===== src/rtl/vga_timing_gen.sv =====
`timescale 1ns/1ps
// VGA 640x480@60 timing generator: 25 MHz pixel enable from a 50 MHz clock, registered syncs/coords.
// Optional RGB332 colour-bar pattern on rgb_o when VGA_PATTERN_EN is defined.
module vga_timing_gen #(
    parameter int unsigned H_VISIBLE = 640,
    parameter int unsigned H_FRONT   = 16,
    parameter int unsigned H_SYNC    = 96,
    parameter int unsigned H_BACK    = 48,
    parameter int unsigned V_VISIBLE = 480,
    parameter int unsigned V_FRONT   = 10,
    parameter int unsigned V_SYNC    = 2,
    parameter int unsigned V_BACK    = 33
) (
    input  logic       clk_i,
    input  logic       reset_i,
    output logic       hsync_o,
    output logic       vsync_o,
    output logic       video_on_o,
    output logic       pixel_tick_o,
    output logic [9:0] pixel_x_o,
    output logic [9:0] pixel_y_o,
    output logic       frame_start_o
`ifdef VGA_PATTERN_EN
    ,
    output logic [7:0] rgb_o
`endif
);

    localparam int unsigned H_TOTAL = H_VISIBLE + H_FRONT + H_SYNC + H_BACK;
    localparam int unsigned V_TOTAL = V_VISIBLE + V_FRONT + V_SYNC + V_BACK;

    localparam logic [9:0] H_LAST       = 10'(H_TOTAL - 1);
    localparam logic [9:0] V_LAST       = 10'(V_TOTAL - 1);
    localparam logic [9:0] H_VIS        = 10'(H_VISIBLE);
    localparam logic [9:0] V_VIS        = 10'(V_VISIBLE);
    localparam logic [9:0] H_SYNC_START = 10'(H_VISIBLE + H_FRONT);
    localparam logic [9:0] H_SYNC_END   = 10'(H_VISIBLE + H_FRONT + H_SYNC - 1);
    localparam logic [9:0] V_SYNC_START = 10'(V_VISIBLE + V_FRONT);
    localparam logic [9:0] V_SYNC_END   = 10'(V_VISIBLE + V_FRONT + V_SYNC - 1);

    logic       r_tick;
    logic [9:0] r_h_cnt;
    logic [9:0] r_v_cnt;
    logic       r_hsync;
    logic       r_vsync;
    logic       r_video_on;
    logic       r_frame_start;

    logic       w_h_wrap;
    logic       w_v_wrap;
    logic [9:0] w_h_next;
    logic [9:0] w_v_next;
    logic       w_hsync;
    logic       w_vsync;
    logic       w_video_on;

    // Decode from the next count values so syncs register on the same edge as the coordinates.
    always_comb begin
        w_h_wrap   = (r_h_cnt == H_LAST);
        w_v_wrap   = (r_v_cnt == V_LAST);
        w_h_next   = w_h_wrap ? '0 : r_h_cnt + 10'd1;
        w_v_next   = r_v_cnt;
        if (w_h_wrap) begin
            w_v_next = w_v_wrap ? '0 : r_v_cnt + 10'd1;
        end
        w_hsync    = !((w_h_next >= H_SYNC_START) && (w_h_next <= H_SYNC_END));
        w_vsync    = !((w_v_next >= V_SYNC_START) && (w_v_next <= V_SYNC_END));
        w_video_on = (w_h_next < H_VIS) && (w_v_next < V_VIS);
    end

    always_ff @(posedge clk_i) begin
        if (reset_i) begin
            r_tick        <= 1'b0;
            r_h_cnt       <= '0;
            r_v_cnt       <= '0;
            r_hsync       <= 1'b1;
            r_vsync       <= 1'b1;
            r_video_on    <= 1'b0;
            r_frame_start <= 1'b0;
        end else begin
            r_tick <= ~r_tick;
            if (r_tick) begin
                r_h_cnt       <= w_h_next;
                r_v_cnt       <= w_v_next;
                r_hsync       <= w_hsync;
                r_vsync       <= w_vsync;
                r_video_on    <= w_video_on;
                r_frame_start <= w_h_wrap && w_v_wrap;
            end else begin
                r_frame_start <= 1'b0;
            end
        end
    end

    assign hsync_o       = r_hsync;
    assign vsync_o       = r_vsync;
    assign video_on_o    = r_video_on;
    assign pixel_tick_o  = r_tick;
    assign pixel_x_o     = r_h_cnt;
    assign pixel_y_o     = r_v_cnt;
    assign frame_start_o = r_frame_start;

`ifdef VGA_PATTERN_EN
    localparam int unsigned BAR_W = H_VISIBLE / 8;

    logic [2:0] w_bar;
    logic [7:0] w_color;
    logic [7:0] r_rgb;

    always_comb begin
        w_bar = '0;
        for (int unsigned i = 1; i < 8; i++) begin
            if (w_h_next >= 10'(i * BAR_W)) begin
                w_bar = 3'(i);
            end
        end
        case (w_bar)
            3'd0:    w_color = 8'hFF;
            3'd1:    w_color = 8'hFC;
            3'd2:    w_color = 8'h1F;
            3'd3:    w_color = 8'h1C;
            3'd4:    w_color = 8'hE3;
            3'd5:    w_color = 8'hE0;
            3'd6:    w_color = 8'h03;
            default: w_color = 8'h00;
        endcase
    end

    always_ff @(posedge clk_i) begin
        if (reset_i) begin
            r_rgb <= '0;
        end else if (r_tick) begin
            r_rgb <= w_video_on ? w_color : '0;
        end
    end

    assign rgb_o = r_rgb;
`endif

endmodule


===== config.mk =====
export PLATFORM = sky130hd
export DESIGN_NAME = vga_timing_gen
export DESIGN_NICKNAME = d
export VERILOG_FILES = /design/src/rtl/vga_timing_gen.sv
export SDC_FILE = /design/constraint.sdc
export NUM_CORES = 1
export LEC_CHECK = 0
export CAP_MARGIN = 10
export CORE_UTILIZATION = 56
export DETAILED_ROUTE_END_ITERATION = 6
export PLACE_DENSITY_LB_ADDON = 0.1
export SLEW_MARGIN = 20
export SYNTH_ARGS = -nofsm -noshare
export SYNTH_HDL_FRONTEND = slang
export SYNTH_SLANG_ARGS = --single-unit

===== constraint.sdc =====
create_clock -name clk_i -period 3.8 [get_ports clk_i]
set_clock_uncertainty 0.15 [all_clocks]
set_input_delay 0.76 -clock clk_i [delete_from_list [all_inputs] [get_ports clk_i]]
set_output_delay 0.76 -clock clk_i [all_outputs]
set_load 0.01 [all_outputs]

==> summary.txt <==
Outcome
  – Status: finished clean

Clock network
  – Number of clock sinks: 25
  – Clk Tree Root Cell: clkbuf_4
  – H-tree levels: 1
  – Post-CTS Hold Buffers: 0
  – Post-CTS Resized: 0
  – Clock tree from TritonCTS: built
  – Post-CTS Setup Repair Bufs: 0
  – CTS Buffer Depth: 2
  – TritonCTS buffer count: 3
  – Clock input transition at the sequential cells of the worst setup and hold paths: 0.13 ns
  – Latest clock arrival within the worst-skew pair: 0.31 ns

Floorplanning
  – Horizontal extent of the die: 54.7 um
  – Core Area: approximately 2500 um2
  – Chip height: 54.7 um
  – Ports: 27
  – Full die area: 2990 um2
  – Row cnt: 18
  – Initial core utilization: 61.2%

Layout
  – Layout cells sized above 1: under 10%
  – Number of nets in the layout: 220
  – Non-filler cells, final: about 240
  – Syn-to-layout area delta: 16.1%
  – Fill cell total of the finished layout: about 240
  – Diode count: 0
  – Final instance area: 1810 um2

Yosys
  – Synth top area cells: dfxtp_1, nor2_1, a21oi_1
  – Number of enable-type register cells in the synthesized netlist: 0
  – Per-instance average area after synthesis: 7.94 um2
  – Flop and latch count out of synthesis: 25
  – Count of warnings emitted by yosys: 0
  – Synth Flop Type: dfxtp_1
  – Unique cell type count in the Yosys netlist: 44
  – Proportion of register bits with asynchronous set or reset after synthesis: 0%
  – Dominant cell type by area after synthesis: dfxtp_1
  – Area of the mapped netlist: about 1600 um2
  – Sequential element share of the synthesized area: 32.2%
  – Cell count after synthesis: a little under 200
  – Area share of the leading cell type in the synthesized netlist: 32.2%
  – Net Count, Synth: about 200

STA
  – Headroom to the max-slew limit: 60.4%
  – Post-route fraction of the period consumed by the critical path: between 70% and 80%
  – Final count of pins violating max slew: 0
  – Hold violation count in the final report: 0
  – Maximum operating frequency: 0.370 GHz
  – Worst-Margin Slew: 0.594 ns
  – Final min period: 2.70 ns
  – Worst-case setup margin in the final layout: between 1 and 1.5 ns
  – Total Negative Setup Slacks: 0 ns
  – Unrepaired setup endpoints after global routing: no
  – Count of endpoints failing setup in the final report: 0

Worst hold path
  – Cell depth of the worst min-delay path: 2
  – Path class of the lowest-slack min-delay path: register to register

Power
  – Worst-case vdd ir drop: 177 uV
  – Power density cells: between 200 and 250 nW/um2
  – Leak pwr: 0.000590 uW

Worst setup path
  – Startpoint type of the worst setup path: register
  – Startpoint of the worst-slack reg-to-reg timing path: pixel_x_o[0]
  – WP data arrival: 2.79 ns
  – Cell count of the worst reg-to-reg path: 7
  – Reg-to-Reg End: video_on_o
  – Sort of element at the end of the critical path: register
  – Worst setup path endpoint: video_on_o
  – Max Fanout on Critical Path: 15
  – Worst setup path category: register to register
  – Data required time of the worst path: between 3 and 4 ns
  – Reg-to-reg slack, setup: about 1.1 ns
  – Worst setup path startpoint: pixel_x_o[0]

Route
  – Post-detailed-routing wire length: 3540 um
  – Initial drt markers: 38
  – Drt wl/cell: 14.6 um
  – Number of nets still failing antenna checks after routing: 0
  – Routed vias/inst: 6.25
  – Via count: 1519
  – DR pass1 iterations: 4
  – Remaining routing DRC violations: 0

GRT
  – Overall track demand over capacity in global routing: between 20 and 30%
  – Vias in the first global route: 1268
  – Number of antenna violations at the first check in global routing: 0
  – Remaining global-route overflow: 0
  – Largest net degree at the start of global routing: 26
  – Global-route wire length before repair: approximately 5700 um

Placement
  – Half-perimeter wire length of the detailed placement result: approximately 2400 um
  – Place WS: approximately 1.2 ns
  – Post-place instance area: 1780 um2
  – Placer congestion estimate: 0.897
  – Port Buffers: 26
  – Placed instance count: 239

Job
  – Number of max-cap violations: 0
==> critical path, stage by stage, from the launching register on <==
cell      delay, ns
dfxtp_1        0.51
ha_1           0.32
and4_1         0.39
and3_1         0.59
o211ai_1       0.18
nand3_1        0.14
a211oi_2       0.09
o31ai_1        0.25
==> routing by layer <==
layer / track usage, % / part of all wire (%)
met1: 35.7 / 49
met2: 41.0 / 45
met3: 5.00 / 5.2
met4: 5.98 / 0.82
met5: 0 / 0
==> cell usage after synthesis, types with 2 or more instances <==
| cell | n |
|---|---|
| ha_1 | 4 |
| xor2_1 | 7 |
| nand4b_1 | 2 |
| inv_1 | 4 |
| a21oi_1 | 14 |
| o31ai_1 | 3 |
| and2_1 | 4 |
| and4_1 | 3 |
| buf_2 | 5 |
| o211ai_1 | 2 |
| a32oi_1 | 2 |
| a22oi_1 | 3 |
| nor2_1 | 24 |
| dfxtp_1 | 25 |
| o21ai_0 | 9 |
| buf_6 | 3 |
| nand4_1 | 5 |
| nor2b_1 | 5 |
| nand2_1 | 16 |
| a211oi_1 | 5 |
| clkbuf_1 | 6 |
| nand3_1 | 9 |
| mux2i_1 | 2 |
| nor4b_1 | 2 |
| nor3_1 | 8 |
| and3_1 | 6 |
==> logic make-up (layout without fill, tap and decap cells) <==
family | count (synthesis) | after routing | synth area share, %
compound gates | 46 | 46 | 19.4
simple gates | 92 | 92 | 32.8
buf+inv | 19 | 36 | 6.67
mux | 2 | 2 | 1.29
flops | 25 | 25 | 32.2
xor+xnor | 8 | 8 | 4.50
fa+ha+maj | 4 | 4 | 3.22
==> layout by cell type, fill, tap and decap left out, drive strengths merged, types with 3 or more instances in the layout <==
master and n:
clkdlybuf4s50 26, dfxtp 25, nor2 24, nand2 17, a21oi 14, nand3 10, o21ai 9, nor3 9
xor2 7, and3 6, a211oi 6, nor2b 5, nand4 5, inv 4, and2 4, ha 4
clkbuf 4, and4 3, a22oi 3, o31ai 3, nor4b 3
==> layout make-up <==
| type | instances | area (um2) | area share, % |
|---|---|---|---|
| Timing Repair Buffer | 28 | 275 | 15.2 |
| Multi-Input combinational cell | 152 | 952 | 52.7 |
| Clock buffer | 4 | 26.3 | 1.45 |
| Inverter | 4 | 15.0 | 0.831 |
| Tap cell | 30 | 37.5 | 2.08 |
| Sequential cell | 25 | 500 | 27.7 |
==> flip-flops by register name, indices dropped and copies added (netlist names) <==
| signal | count |
|---|---|
| pixel_x_o | 10 |
| vsync_o | 1 |
| video_on_o | 1 |
| hsync_o | 1 |
| pixel_y_o | 10 |
| pixel_tick_o | 1 |
| frame_start_o | 1 |
==> how the worst min path moves through the flow <==
stage          slack [ns]         end       start
3_3_place_gp         0.29  video_on_o  video_on_o
2_1_floorplan        0.33  video_on_o  video_on_o
4_1_cts              0.33  video_on_o  video_on_o
6_report             0.33  video_on_o  video_on_o
3_5_place_dp         0.31  video_on_o  video_on_o
5_1_grt              0.36  video_on_o  video_on_o
==> power breakdown <==
group	total [uW]	leakage (uW)	switching [uW]	internal (uW)
Combinational	31.7	0.000372	17.5	14.1
Sequential	271	0.000202	5.10	266
Clock	117	0.0000150	76.5	41.0
==> stage by stage <==
stage               hold slack (ns)  power [uW]  utilization, %
finish                        0.330         420            71.0
global placement              0.293         307            70.0
floorplan                     0.327         294               -
detailed placement            0.314         309            70.0
CTS                           0.332         425            71.0
global route                  0.363         437            71.0
(Power assumes the default switching activity.)
